$ cat config.mk
export PLATFORM = sky130hd
export DESIGN_NAME = keccak_arbiter
export DESIGN_NICKNAME = d
export VERILOG_FILES = /design/src/rtl/keccak_arbiter.sv
export SDC_FILE = /design/constraint.sdc
export NUM_CORES = 1
export LEC_CHECK = 0
export BUFFER_PORTS_ARGS = -buffer_cell sky130_fd_sc_hd__buf_4
export CORE_AREA = 2 2 452 454
export DETAILED_ROUTE_END_ITERATION = 16
export DIE_AREA = 0 0 454 456
export GPL_TIMING_DRIVEN = 1
export SYNTH_ARGS = -nofsm -noshare
export SYNTH_HDL_FRONTEND = slang
export SYNTH_SLANG_ARGS = --single-unit
$ cat constraint.sdc
create_clock -name clk -period 4.7 [get_ports clk]
set_clock_uncertainty 0.05 [all_clocks]
set_input_delay 1.41 -clock clk [delete_from_list [all_inputs] [get_ports clk]]
set_output_delay 1.41 -clock clk [all_outputs]
set_load 0.05 [all_outputs]
$ cat src/rtl/keccak_arbiter.sv
// keccak_arbiter: shares one keccak core between two message sources.
//   Grants the core round-robin, pulses the core reset once per message, forwards the owner's
//   32-bit word stream under k_buffer_full back-pressure, then captures the 512-bit digest and
//   holds it, tagged with the owner id, until digest_ack.
// Optional feature: define KECCAK_ARB_TIMEOUT_EN to abort a message whose digest does not appear
//   within TIMEOUT_CYC cycles of the last word (digest=0, digest_err=1).
// Ports:
//   clk, reset                  clock, synchronous active-high reset
//   req[1:0]                    per-source request, held until its digest is accepted
//   in0/in1, in_ready0/1,
//   is_last0/1, byte_num0/1     source word streams
//   gnt[1:0], ack[1:0]          one-hot grant, per-source word accept (combinational)
//   k_*                         core interface (reset, word stream, buffer_full, out, out_ready)
//   digest, digest_valid,
//   digest_id, digest_err,
//   digest_ack                  digest result handshake
module keccak_arbiter #(
  parameter int unsigned TIMEOUT_CYC = 4096,
  parameter int unsigned CNT_W       = 13
) (
  input  logic         clk,
  input  logic         reset,
  input  logic [1:0]   req,
  input  logic [31:0]  in0,
  input  logic [31:0]  in1,
  input  logic         in_ready0,
  input  logic         in_ready1,
  input  logic         is_last0,
  input  logic         is_last1,
  input  logic [1:0]   byte_num0,
  input  logic [1:0]   byte_num1,
  output logic [1:0]   gnt,
  output logic [1:0]   ack,
  output logic         k_reset,
  output logic [31:0]  k_in,
  output logic         k_in_ready,
  output logic         k_is_last,
  output logic [1:0]   k_byte_num,
  input  logic         k_buffer_full,
  input  logic [511:0] k_out,
  input  logic         k_out_ready,
  output logic [511:0] digest,
  output logic         digest_valid,
  output logic         digest_id,
  output logic         digest_err,
  input  logic         digest_ack
);

  // StAbort and StTmo are the single k_reset cycles of the abort and timeout paths.
  typedef enum logic [2:0] {StIdle, StRst, StFeed, StWait, StDone, StAbort, StTmo} state_e;

  state_e         state_q, state_d;
  logic           owner_q, owner_d;
  logic           rr_last_q, rr_last_d;
  logic [1:0]     gnt_q, gnt_d;
  logic [511:0]   digest_q, digest_d;
  logic           digest_valid_q, digest_valid_d;
  logic           digest_id_q, digest_id_d;

  // Owner-side view of the two sources.
  logic        own_req, own_rdy, own_last;
  logic [31:0] own_in;
  logic [1:0]  own_bn;

  assign own_req  = owner_q ? req[1]    : req[0];
  assign own_rdy  = owner_q ? in_ready1 : in_ready0;
  assign own_last = owner_q ? is_last1  : is_last0;
  assign own_in   = owner_q ? in1       : in0;
  assign own_bn   = owner_q ? byte_num1 : byte_num0;

`ifdef KECCAK_ARB_TIMEOUT_EN
  localparam logic [CNT_W-1:0] CntLast = CNT_W'(TIMEOUT_CYC - 1);
  logic [CNT_W-1:0] cnt_q, cnt_d;
  logic             err_q, err_d;
`endif

  always_comb begin
    state_d        = state_q;
    owner_d        = owner_q;
    rr_last_d      = rr_last_q;
    gnt_d          = gnt_q;
    digest_d       = digest_q;
    digest_valid_d = digest_valid_q;
    digest_id_d    = digest_id_q;
`ifdef KECCAK_ARB_TIMEOUT_EN
    cnt_d          = cnt_q;
    err_d          = err_q;
`endif
    ack            = 2'b00;
    k_in_ready     = 1'b0;
    k_in           = '0;
    k_is_last      = 1'b0;
    k_byte_num     = '0;

    unique case (state_q)
      StIdle: begin
        if (req != 2'b00) begin
          // Contended grant goes to the source not served last.
          owner_d = (req == 2'b11) ? ~rr_last_q : req[1];
          gnt_d   = owner_d ? 2'b10 : 2'b01;
          state_d = StRst;
        end
      end
      StRst: state_d = StFeed;
      StFeed: begin
        if (!own_req) begin
          // Owner withdrew mid-message: drop it and reset the core on the way out.
          rr_last_d = owner_q;
          gnt_d     = 2'b00;
          state_d   = StAbort;
        end else if (own_rdy && !k_buffer_full) begin
          ack        = owner_q ? 2'b10 : 2'b01;
          k_in_ready = 1'b1;
          k_in       = own_in;
          k_is_last  = own_last;
          k_byte_num = own_bn;
          if (own_last) begin
            state_d = StWait;
`ifdef KECCAK_ARB_TIMEOUT_EN
            cnt_d   = '0;
`endif
          end
        end
      end
      StWait: begin
        if (k_out_ready) begin
          digest_d       = k_out;
          digest_id_d    = owner_q;
          digest_valid_d = 1'b1;
          state_d        = StDone;
`ifdef KECCAK_ARB_TIMEOUT_EN
          err_d          = 1'b0;
        end else if (cnt_q == CntLast) begin
          digest_d       = '0;
          digest_id_d    = owner_q;
          digest_valid_d = 1'b1;
          err_d          = 1'b1;
          state_d        = StTmo;
        end else begin
          cnt_d          = cnt_q + 1'b1;
`endif
        end
      end
      StDone: begin
        if (digest_ack) begin
          digest_valid_d = 1'b0;
          rr_last_d      = owner_q;
          gnt_d          = 2'b00;
          state_d        = StIdle;
        end
      end
      StAbort: state_d = StIdle;
      StTmo:   state_d = StDone;
      default: state_d = StIdle;
    endcase
  end

  always_ff @(posedge clk) begin
    if (reset) begin
      state_q        <= StIdle;
      owner_q        <= 1'b0;
      rr_last_q      <= 1'b1;
      gnt_q          <= 2'b00;
      digest_q       <= '0;
      digest_valid_q <= 1'b0;
      digest_id_q    <= 1'b0;
`ifdef KECCAK_ARB_TIMEOUT_EN
      cnt_q          <= '0;
      err_q          <= 1'b0;
`endif
    end else begin
      state_q        <= state_d;
      owner_q        <= owner_d;
      rr_last_q      <= rr_last_d;
      gnt_q          <= gnt_d;
      digest_q       <= digest_d;
      digest_valid_q <= digest_valid_d;
      digest_id_q    <= digest_id_d;
`ifdef KECCAK_ARB_TIMEOUT_EN
      cnt_q          <= cnt_d;
      err_q          <= err_d;
`endif
    end
  end

  assign gnt          = gnt_q;
  assign k_reset      = reset | (state_q inside {StRst, StAbort, StTmo});
  assign digest       = digest_q;
  assign digest_valid = digest_valid_q;
  assign digest_id    = digest_id_q;

`ifdef KECCAK_ARB_TIMEOUT_EN
  assign digest_err = err_q;
`else
  // No timeout path: zero for any counter width able to hold TIMEOUT_CYC.
  localparam bit CfgOk = CNT_W >= $clog2(TIMEOUT_CYC + 1);
  assign digest_err = digest_valid_q & ~CfgOk;
`endif

endmodule

==> results of run 1 <==
per-layer routing:
layer,track usage,part of all wire,vias up,wire [um]
li1,-,-,9802,-
met1,0.158,0.34,10300,58000
met2,0.263,0.47,1211,80500
met3,0.108,0.15,459,25700
met4,0.0530,0.038,156,6570
met5,0,0.0058,-,988
flip-flops by register name, summed over array words and instances (netlist names):
| name | cells |
|---|---|
| rr_last_q | 1 |
| digest_valid | 1 |
| gnt | 2 |
| digest | 512 |
| digest_id | 1 |
| owner_q | 1 |
| state_q | 3 |
cells in the mapped netlist, types with 2 or more instances:
| master | n |
|---|---|
| a221oi_1 | 2 |
| inv_1 | 3 |
| dfxtp_1 | 521 |
| buf_1 | 13 |
| nand2b_1 | 4 |
| a22o_1 | 35 |
| nor2b_1 | 2 |
| nand2_1 | 1029 |
| buf_2 | 62 |
| nor2_1 | 2 |
| or3_1 | 3 |
| nand3b_1 | 2 |
| a21oi_1 | 518 |
| o211ai_1 | 3 |
| clkbuf_1 | 102 |
| inv_2 | 2 |
| nand3_1 | 3 |
| a211oi_1 | 2 |
| nor3_1 | 4 |
| buf_6 | 5 |
per-stage QoR:
step	utilization	setup WS (ps)	total power [W]	hold WS (ps)
floorplan	-	85.6	0.00545	458
global placement	0.148	274	0.00633	392
detailed placement	0.148	190	0.00634	397
CTS	0.161	187	0.0123	405
global route	0.161	94.5	0.0125	415
finish	0.161	151	0.0121	404
final cells by class:
type	instances	area share
Sequential cell	521	0.321
Timing Repair Buffer	1178	0.278
Multi-Input combinational cell	1626	0.218
Tap cell	2672	0.103
Clock buffer	94	0.0630
Clock inverter	34	0.0127
Antenna cell	50	0.00385
Inverter	5	0.000577
how the worst max path moves through the flow:
stage / from / end / slack, ps / depth (start not counted)
2_1_floorplan: req[1] / k_in_ready / 90 / 4
3_3_place_gp: req[1] / k_in[6] / 270 / 7
3_5_place_dp: req[1] / k_in[0] / 190 / 7
4_1_cts: req[1] / k_in[0] / 190 / 7
5_1_grt: req[1] / k_in[13] / 90 / 7
6_report: req[1] / k_in[13] / 150 / 7
cells by family (layout without fill, tap and decap cells):
group | Yosys count | count (layout) | synth area share
AOI/OAI and AO/OA | 569 | 569 | 0.165
buffers and inverters | 188 | 1311 | 0.0450
DFF | 521 | 521 | 0.569
muxes | 1 | 1 | 0.000546
other | 1 | 51 | 0.000205
and+or+nand+nor | 1055 | 1055 | 0.220
power breakdown:
part           switching (W)  total [W]  internal, W
sequential         0.0000888    0.00463      0.00454
combinational        0.00103    0.00162     0.000588
clock                0.00241    0.00584      0.00343
total                0.00353     0.0121      0.00855
critical path, stage by stage:
cell and delay (ps):
buf_4 130, mux2i_1 130, or3_1 530, nor3_4 250, buf_12 220, a22o_1 190
buf_4 200
==> results.md, run 1 <==
- Status: finished clean
- Num rows: 165
- Hold path start: digest[481]
- EDFF count, synth: 0
- Kind of critical path: primary input to output pin
- Final Hold Viols: 0
- Initial DRT Pass Iterations: 6
- Clk slew on worst S/H paths: 60 ps
- Clock latency on the worst-skew pair: 680 ps
- # Max-Cap Violations: 0
- Share of the synthesized area in the top cell type: 0.569
- Final min period: approximately 4500 ps
- Seq/Total Area, Yosys: 0.569
- First-pass GRT wire length: 213000 um
- CP arrival: 3090 ps
- Remaining Overflow, GRT: 0
- Routed wire per std cell: 27.8 um
- Via count: approximately 22k
- Endpoint, Worst Hold: digest[481]
- Mapped Cells: 2335
- Leak pwr: 12.7 nW
- Pins Over Slew Limit: 0
- I/O Pins: between 1k and 1.5k
- Worst R2R Setup Slack: 1630 ps
- Clock sink count: between 500 and 600
- Crit-path max FO: 35
- Area of the multi-input gates: slightly above 7000 sq um
- Most frequent cells in the layout: buf_4 (1161), nand2_1 (1029), dfxtp_1 (521)
- Design area: 32500 sq um
- Setup violations, final: 0
- R2R cell count: 5
- Area of placed instances: around 30000 sq um
- Clock Tree Buf Depth: 3
- Initial antenna violation count: 224
- Placed cells: 6002
- Reg-to-reg endpoint: digest[453]
- Cts hold-fix bufs: 0
- PostCTS Resize Cnt: 0
- Synth area leaders: dfxtp_1 (57%), nand2_1 (21%), a21oi_1 (14%)
- Synth cell types: 38
- Total Wirelength: approximately 170000 um
- IO buf count: about 1.1k
- Average size of a mapped cell: 7.85 sq um
- Antenna-violating nets left: 0
- Vias per Instance: 3.54
- Die W: 454 um
- Synth area leader: dfxtp_1
- CTS H-tree depth: 3
- Most common cell after layout, fill and taps aside: buf_4
- Synth warn: 0
- Hold Crit Class: flip-flop to flip-flop
- Worst r2r src: state_q[0]
- Least-Margin Pin Slew: about 960 ps
- Tot GR Track Use: 0.159
- Final std cells w/o fill: 6180
- Worst VDD drop: 265 uV
- Hold-critical path depth: 2
- Fillers: roughly 23k
- TritonCTS Buffers: 74
- Slew headroom: 0.360
- Max Clk Rate: ~0.22 GHz
- TritonCTS clock tree: built
- Final period util: 0.968
- Startpoint Class: primary input
- Core area: between 200000 and 250000 sq um
- Primary FF master, synth: dfxtp_1
- Die Footprint: 207000 sq um
- Syn-to-layout area delta: 77.5%
- Initial DRC count: 1631
- Dpl hpwl: between 100000 and 150000 um
- Post-Syn Area: 18300 sq um
- Largest net degree at the start of global routing: roughly 180
- Sequential standard cell area: ~10000 sq um
- Critical path endpoint category: output pin
- Critical path required time: 3240 ps
- Setup Fix Bufs, Post-CTS: 0
- Number of global-route vias before repair: ~20k
- Final TNS setup: 0 ps
- Die Ht: 456 um
- Net Count, Synth: 2926
- Layout cell share with drive strength beyond 1: 0.377
- NumNets Final: 3997
- Initial core utilization: 0.0908
- PD cells: between 300 and 400 nW/um^2
- Number of synthesized register bits: 521
- Final routed DRC violation total: 0
- RSZ-0062 raised after global routing: no
- Ys async rst share: 0
- CTS Root Cell: clkbuf_16
- GPL Wtd Cong: 1.08
Power figures use the tool's default switching activity.
==> run 2, diff against run 1 <==
- CTS_CLUSTER_DIAMETER: not set -> 150
- RECOVER_POWER: not set -> 50
==> results.md, run 2 (synthesized netlist as in run 1, its figures left out) <==
- Least-Margin Pin Slew: 3160 ps
- R2R cell count: 5
- Num rows: 165
- CP dominant cell by count: buf_4
- Core area: 202000 sq um
- Die Ht: roughly 460 um
- Critical path endpoint category: output pin
- Dpl hpwl: 148000 um
- CTS Root Cell: clkbuf_16
- Die Footprint: 207000 sq um
- Clock Tree Buf Depth: 3
- PD cells: 387 nW/um^2
- Critical path required time: 3240 ps
- Initial DRT Pass Iterations: 5
- Leak pwr: between 10 and 15 nW
- Area of placed instances: 29900 sq um
- Vias per Instance: 3.54
- Via count: 21.9k
- Tot GR Track Use: 0.159
- Worst R2R Setup Slack: 440 ps
- Design area: ~31000 sq um
- Max reg flops: 512
- Worst hold slack: 402 ps
- Layout cell share with drive strength beyond 1: 0.260
- TritonCTS clock tree: built
- Slowest CP cell: or3_1
- Remaining Overflow, GRT: 0
- Violated checks: capacitance limit, slew limit
- Total Wirelength: 172000 um
- RSZ-0062 raised after global routing: no
- Syn-to-layout area delta: 69.1%
- Final TNS setup: 0 ps
- Setup violations, final: 0
- Initial DRC count: 1569
- Crit-path max cell delay: 530 ps
- NumNets Final: 3997
- Pins Over Slew Limit: 149
- First-pass GRT wire length: roughly 210000 um
- Clock sink count: 521
- Critical Path Start: req[1]
- Cts hold-fix bufs: 0
- Status: finished with violations
- Hold path start: digest[307]
- Final period util: 0.972
- Worst path cell trace: buf_4 > mux2i_1 > or3_1 > nor3_4 > buf_12 > a22o_1 > buf_4
- Initial antenna violation count: 224
- Max Clk Rate: 0.219 GHz
- Largest net degree at the start of global routing: 175
- Final std cells w/o fill: 6181
- Clock latency on the worst-skew pair: around 670 ps
- Final min period: 4570 ps
- Antenna-violating nets left: 0
- Most common cell after layout, fill and taps aside: nand2_1
- Setup Fix Bufs, Post-CTS: 0
- Startpoint Class: primary input
- Crit-path max FO: 35
- Endpoint, Worst Hold: digest[307]
- PostCTS Resize Cnt: 0
- Number of global-route vias before repair: about 20k
- Placed cells: around 6k
- TritonCTS Buffers: 74
- Worst VDD drop: 260 uV
- Reg-to-reg endpoint: digest[431]
- Kind of critical path: primary input to output pin
- Worst r2r src: state_q[0]
- CTS H-tree depth: 3
- Hold-critical path depth: 2
- Final Hold Viols: 0
- Most frequent cells in the layout: nand2_1 (1029), buf_4 (759), dfxtp_1 (521)
- Routed wire per std cell: 27.8 um
- Die W: 454 um
- Initial core utilization: 0.0908
- # Max-Cap Violations: 2
- Final routed DRC violation total: 0
- Clk slew on worst S/H paths: around 50 ps
- Hold Crit Class: flip-flop to flip-flop
- IO buf count: 1145
- Slew headroom: -1.11
- GPL Wtd Cong: ~1.1
- CP arrival: 3110 ps
- I/O Pins: roughly 1.1k
## run 2: cell types whose count changed in the layout (fill, tap and decap cells not counted)
cell      previous run  this run
nor2_4               1         0
buf_2                0         1
nor2_1               1         2
diode_2             50        51
buf_12              16        15
clkbuf_1             9       411
buf_4             1161       759
## run 2: metal layers
layer  wire length, um  track usage
met2             79800        0.263
met5               946            0
met1             58300        0.158
met4              7040       0.0530
met3             25600        0.108
## run 2: how the worst max path moves through the flow
stage	to	slack [ps]
detailed placement	k_in[0]	190
floorplan	k_in_ready	90
finish	k_in[13]	130
CTS	k_in[0]	190
global route	digest[388]	70
global placement	k_in[6]	270
## run 2: metrics by stage
stage | power (W) | util | setup WS [ps]
5_1_grt | 0.0125 | 0.153 | 66.7
2_1_floorplan | 0.00545 | - | 85.6
6_report | 0.0120 | 0.154 | 131
4_1_cts | 0.0123 | 0.161 | 187
3_3_place_gp | 0.00633 | 0.148 | 274
3_5_place_dp | 0.00634 | 0.148 | 190
## run 2: worst max-delay path: cells and delay by family
kind            cells  cell delay (ps)
simple gates        2              780
compound gates      1              190
mux                 1              130
buf+inv             3              550
## run 2: report_power, final
group	switching, W	internal (W)	total [W]	leakage, nW
Combinational	0.00103	0.000515	0.00154	5.62
Clock	0.00241	0.00343	0.00583	1.19
Sequential	0.0000874	0.00454	0.00462	4.20
## run 2: area by class of cell
cell class / instances / area (sq um)
Clock buffer: 94 / 2050
Tap cell: 2672 / 3340
Clock inverter: 34 / 412
Antenna cell: 51 / 128
Fill cell: 23300 / 171000
Multi-Input combinational cell: 1626 / 7070
Inverter: 5 / 18.8
Timing Repair Buffer: 1178 / 7530
Sequential cell: 521 / 10400
